**src/rtl/minmax_window_reader.sv**
```systemverilog
// Purpose: windows a signed min/max tracker, captures its extremes and the span between them.
// Latency: tracker absorbs N samples, result is presented on the edge leaving CAPT; period N+1 clocks.
// Backpressure: valid/ready; an unaccepted result is overwritten by the next capture (newest wins) and overrun is flagged.
//
// Ports:
//   clk, reset_n          clock and asynchronous active-low reset
//   enable, window        run windows continuously; samples per window (0 behaves as 1), latched at window start
//   xmin_in, xmax_in      signed extremes from the tracker
//   mm_reset              registered active-high reset to the tracker (high outside the accumulate phase)
//   rmin, rmax, span, seq captured result, unsigned span = rmax - rmin, capture counter
//   valid, ready          result handshake
//   overrun, clr_ovr      sticky overwrite flag and its synchronous clear
//   busy                  window in progress
module minmax_window_reader #(
   parameter int width = 14,
   parameter int cw    = 16
) (
   input  logic             clk,
   input  logic             reset_n,
   input  logic             enable,
   input  logic [cw-1:0]    window,
   input  logic [width-1:0] xmin_in,
   input  logic [width-1:0] xmax_in,
   output logic             mm_reset,
   output logic [width-1:0] rmin,
   output logic [width-1:0] rmax,
   output logic [width:0]   span,
   output logic [7:0]       seq,
   output logic             valid,
   input  logic             ready,
   output logic             overrun,
   input  logic             clr_ovr,
   output logic             busy
);

   typedef enum logic [1:0] {IDLE, ACCUM, CAPT} state_t;

   state_t           state_q, state_d;
   logic [cw-1:0]    cnt_q, cnt_d;
   logic             mm_reset_q, mm_reset_d;
   logic             busy_q, busy_d;
   logic [width-1:0] rmin_q, rmin_d;
   logic [width-1:0] rmax_q, rmax_d;
   logic [width:0]   span_q, span_d;
   logic [7:0]       seq_q, seq_d;
   logic             valid_q, valid_d;
   logic             overrun_q, overrun_d;

   // Counter load value N_lat - 1, with a zero window treated as one sample.
   logic [cw-1:0]    cnt_load;
   // Span in width+1 bits so the full signed range never wraps.
   logic [width:0]   diff;
   logic             capt;

   assign cnt_load = (window == '0) ? '0 : window - cw'(1);
   assign diff     = {xmax_in[width-1], xmax_in} - {xmin_in[width-1], xmin_in};
   assign capt     = (state_q == CAPT);

   always_comb begin
      state_d    = state_q;
      cnt_d      = cnt_q;
      mm_reset_d = mm_reset_q;
      busy_d     = busy_q;
      rmin_d     = rmin_q;
      rmax_d     = rmax_q;
      span_d     = span_q;
      seq_d      = seq_q;

      case (state_q)
         IDLE: begin
            mm_reset_d = 1'b1;
            busy_d     = 1'b0;
            if (enable) begin
               state_d    = ACCUM;
               cnt_d      = cnt_load;
               mm_reset_d = 1'b0;
               busy_d     = 1'b1;
            end
         end
         ACCUM: begin
            // The tracker sees mm_reset low on this edge, so the sample is still counted.
            cnt_d = cnt_q - cw'(1);
            if (cnt_q == '0) begin
               state_d    = CAPT;
               cnt_d      = '0;
               mm_reset_d = 1'b1;
            end
         end
         CAPT: begin
            rmin_d = xmin_in;
            rmax_d = xmax_in;
            span_d = diff;
            seq_d  = seq_q + 8'd1;
            if (enable) begin
               state_d    = ACCUM;
               cnt_d      = cnt_load;
               mm_reset_d = 1'b0;
               busy_d     = 1'b1;
            end else begin
               state_d    = IDLE;
               mm_reset_d = 1'b1;
               busy_d     = 1'b0;
            end
         end
         default: begin
            state_d    = IDLE;
            mm_reset_d = 1'b1;
            busy_d     = 1'b0;
         end
      endcase

      // A capture always leaves valid set, even when the consumer accepts on the same edge.
      if (capt) begin
         valid_d = 1'b1;
      end else if (valid_q && ready) begin
         valid_d = 1'b0;
      end else begin
         valid_d = valid_q;
      end

      // Set has priority over clear.
      if (capt && valid_q && !ready) begin
         overrun_d = 1'b1;
      end else if (clr_ovr) begin
         overrun_d = 1'b0;
      end else begin
         overrun_d = overrun_q;
      end
   end

   always_ff @(posedge clk or negedge reset_n) begin
      if (!reset_n) begin
         state_q    <= IDLE;
         cnt_q      <= '0;
         mm_reset_q <= 1'b1;
         busy_q     <= 1'b0;
         rmin_q     <= '0;
         rmax_q     <= '0;
         span_q     <= '0;
         seq_q      <= '0;
         valid_q    <= 1'b0;
         overrun_q  <= 1'b0;
      end else begin
         state_q    <= state_d;
         cnt_q      <= cnt_d;
         mm_reset_q <= mm_reset_d;
         busy_q     <= busy_d;
         rmin_q     <= rmin_d;
         rmax_q     <= rmax_d;
         span_q     <= span_d;
         seq_q      <= seq_d;
         valid_q    <= valid_d;
         overrun_q  <= overrun_d;
      end
   end

   assign mm_reset = mm_reset_q;
   assign busy     = busy_q;
   assign rmin     = rmin_q;
   assign rmax     = rmax_q;
   assign span     = span_q;
   assign seq      = seq_q;
   assign valid    = valid_q;
   assign overrun  = overrun_q;

endmodule

```
**config.mk**
```make
export PLATFORM = sky130hd
export DESIGN_NAME = minmax_window_reader
export DESIGN_NICKNAME = d
export VERILOG_FILES = /design/src/rtl/minmax_window_reader.sv
export SDC_FILE = /design/constraint.sdc
export NUM_CORES = 1
export LEC_CHECK = 0
export CAP_MARGIN = 5
export CORE_MARGIN = 5
export CORE_UTILIZATION = 54
export CTS_BUF_LIST = sky130_fd_sc_hd__clkbuf_8 sky130_fd_sc_hd__clkbuf_16
export CTS_CLUSTER_DIAMETER = 100
export DETAILED_ROUTE_END_ITERATION = 7
export PLACE_DENSITY_LB_ADDON = 0.05
export SLEW_MARGIN = 15
export SYNTH_ARGS = -nofsm -noshare
export SYNTH_HDL_FRONTEND = slang
export SYNTH_SLANG_ARGS = --single-unit
```
**constraint.sdc**
```tcl
create_clock -name clk -period 3.5 [get_ports clk]
set_input_delay 0.7 -clock clk [delete_from_list [all_inputs] [get_ports clk]]
set_output_delay 0.7 -clock clk [all_outputs]
set_load 0.01 [all_outputs]
```
==> out/qor.txt <==
Post-synth EDFFs - 0
YS warnings - 0
cell with the most instances after synthesis - nand2_1
Post-synth top cells - nand2_1, dfrtp_1, o21ai_0
H-tree depth - 3
hpwl dp - 7580 um
clock sink count - 73
Clock Tree Buf Depth - 2
Num CTS Buffers - 9
Top delay family on crit path - compound AO/OA/AOI/OAI gates
Area growth syn-to-layout - 30.8%
Avg Cell Area, Syn - 8.89 um2
CTS root buf - clkbuf_8
fin nets - 642
top cell type's share of synthesized area - 42.5%
Hold Path Class - reg2reg
Tmin final - 2.84 ns
First-pass DRT Iterations - 4
vias in the first global route - 3703
# setup viols final - 0
RSZ-0062 raised after global routing - no
antenna fix cells - 0
CTS tree - yes
Remaining Overflow, GRT - 0
pwr dens - 357 nW/um2
P_int - 0.00144 W
Lkg Pwr - 2.36 nW
largest net degree at the start of global routing - 74
Power, Total - 0.00198 W
Async SR Flop Fraction - 100%
core area - 7690 um2
period utilization - 81.1%
post-CTS setup buffers - 0
final setup margin - 0.662 ns
worst slack at placement - 0.346 ns
input/output buffers - 103
vias - 3831
clk_skew - 0.00325 ns
worst vdd rail ir drop - 424 uV
share of cells above drive strength 1 - 7.24%
crit path cell chain - clkdlybuf4s50_1 -> inv_1 -> ha_1 -> a21oi_1 -> nand3_1 -> o31ai_1 -> mux2_2 -> nand2_1
Peak Freq - 352 MHz
final-report hold violation count - 0
via/cell ratio - 5.62
Yosys cell types - 67
Antenna Nets Post-Route - 0
Total GRT Usage - 21.8%
post-synthesis sequential area ratio - 43.1%
Critical Path Fanout Max - 6
Sw Pwr - 0.000540 W
Syn Std Cell Area - 4240 um2
Crit-path slowest cell - o31ai_1
CP Launch Type - input pin
Ports - 104
max incr delay on CP - 0.56 ns
Routed WL per cell - 15.1 um
first-pass GRT wire length - 17700 um
die extent in x - 98.6 um
Net Count, Synth - 544
GP Congestion - 0.851
DIE AREA - 9730 um2
clock latency on the worst-skew pair - 0.34 ns
max-slew violations - 0
Worst EP arrival - 3.12 ns
hold_buf cts - 0
clock power share - 37.0%
setup TNS - 0 ns
Rel. slew slack - 30.8%
WP buf/inv - 2
Sequential Power Share - 46.6%
cell taking the most area after synthesis - dfrtp_1
CTS resizes - 0
Net Sw Frac - 27.2%
Top FF cell, synth - dfrtp_1
# DRC - 0
Syn Inst Count - 477
total wire length - 10300 um
DRT iter0 DRCs - 215
Initial Util - 55.2%
Comb power frac - 16.5%
flops & latches, synth - 73
Die Y - 98.6 um
num rows - 32
Setup CP Type - in2reg
CP required - 3.78 ns
CP Capture Type - flip-flop
Worst-Margin Slew - 1.03 ns
clock-pin slew on the worst setup and hold paths - 0.08 ns
initial antenna violation count - 0
Max Cap Viol - 0
Synth area leaders - dfrtp_1, nand2_1, ha_1
outcome - finished, final reports clean
routing by layer:
layer	vias to the layer above	share of wire, %	track usage (%)	wire (um)
li1	1885	-	-	-
met1	1813	44	29.7	4560
met2	124	48	35.9	4990
met3	9	6.4	5.80	655
met4	0	0.92	3.57	95
met5	-	0	0	0
cells in the final DEF (no fill, tap or decap), types with 3 or more instances in the layout:
cell,Yosys,layout
clkdlybuf4s50_1,0,102
nand2_1,99,99
dfrtp_1,72,72
o21ai_0,41,41
nor2_1,27,27
inv_1,23,23
xnor2_1,17,17
ha_1,17,17
a21oi_1,12,12
nand3_1,11,11
nor3_1,9,9
clkbuf_8,1,9
xor2_1,7,7
nand2b_1,8,7
nand4_1,6,6
nor4_1,6,6
nor2b_1,7,6
a21o_1,6,6
nor3b_1,5,5
o31ai_1,5,5
buf_4,0,5
o311a_1,4,4
o211ai_1,4,4
o22ai_1,4,4
nor4b_1,3,3
or4_1,3,3
or2_2,3,3
or4_2,3,3
o221ai_1,3,3
a211o_1,3,3
a21boi_0,3,3
o21a_1,3,3
worst reg2reg max path, delay by kind of cell (launching register included):
family	cells	cell delay, ns
and+or+nand+nor	3	1.48
AOI/OAI and AO/OA	2	0.36
DFF	1	0.64
through the flow:
step | hold WS [ns] | instance area [um2] | util (%) | std cells
floorplan | 0.404 | 4240 | - | 477
global placement | 0.458 | 5330 | 69.4 | 666
detailed placement | 0.462 | 5330 | 69.4 | 666
CTS | 0.481 | 5550 | 72.2 | 682
global route | 0.496 | 5550 | 72.2 | 682
finish | 0.472 | 5550 | 72.2 | 682
final timing paths:
path / slack [ns] / end / cells after the start / startpoint
min in group asynchronous: 0.48 / rmin[13] / 1 / reset_n
worst max-delay path: 0.66 / span[13] / 8 / xmin_in[7]
max in group asynchronous: 2.42 / rmax[0] / 1 / reset_n
worst min-delay path: 0.47 / seq[7] / 1 / seq[7]
worst max register to register: 0.91 / cnt_q[10] / 5 / state_q[0]
worst min register to register: 0.47 / seq[7] / 1 / seq[7]
sequential cells by signal (all words and copies together), names as in the netlist:
register / flops
rmin: 14
cnt_q: 16
rmax: 14
overrun: 1
busy: 1
valid: 1
mm_reset: 1
seq: 8
span: 15
state_q: 2
logic make-up (layout without fill, tap and decap cells):
kind of cell / count (synthesis) / in the layout / synth area share, %
simple gates: 203 / 203 / 23.2
compound gates: 113 / 113 / 18.1
flops: 73 / 73 / 43.1
buf+inv: 43 / 146 / 4.42
xor+xnor: 24 / 24 / 4.95
fa+ha+maj: 18 / 18 / 5.49
mux: 3 / 3 / 0.767
power groups by stage:
stage	Clock (W)	Sequential (W)	Combinational (W)
6_report	0.000733	0.000922	0.000326
5_1_grt	0.000793	0.000928	0.000362
4_1_cts	0.000751	0.000920	0.000327
3_5_place_dp	0	0.000937	0.000324
3_3_place_gp	0	0.000934	0.000315
2_1_floorplan	0	0.000930	0.000187
layout make-up:
type                       count  area (um2)
sequential                    73        1830
clock inverter                 7        95.1
tap                          102         128
timing repair buffer         107        1060
fill                         635        2140
inverter                      23        86.3
clock buffer                   9         124
multi-input combinational    361        2230
No activity file was read; power rests on OpenSTA's default activity.
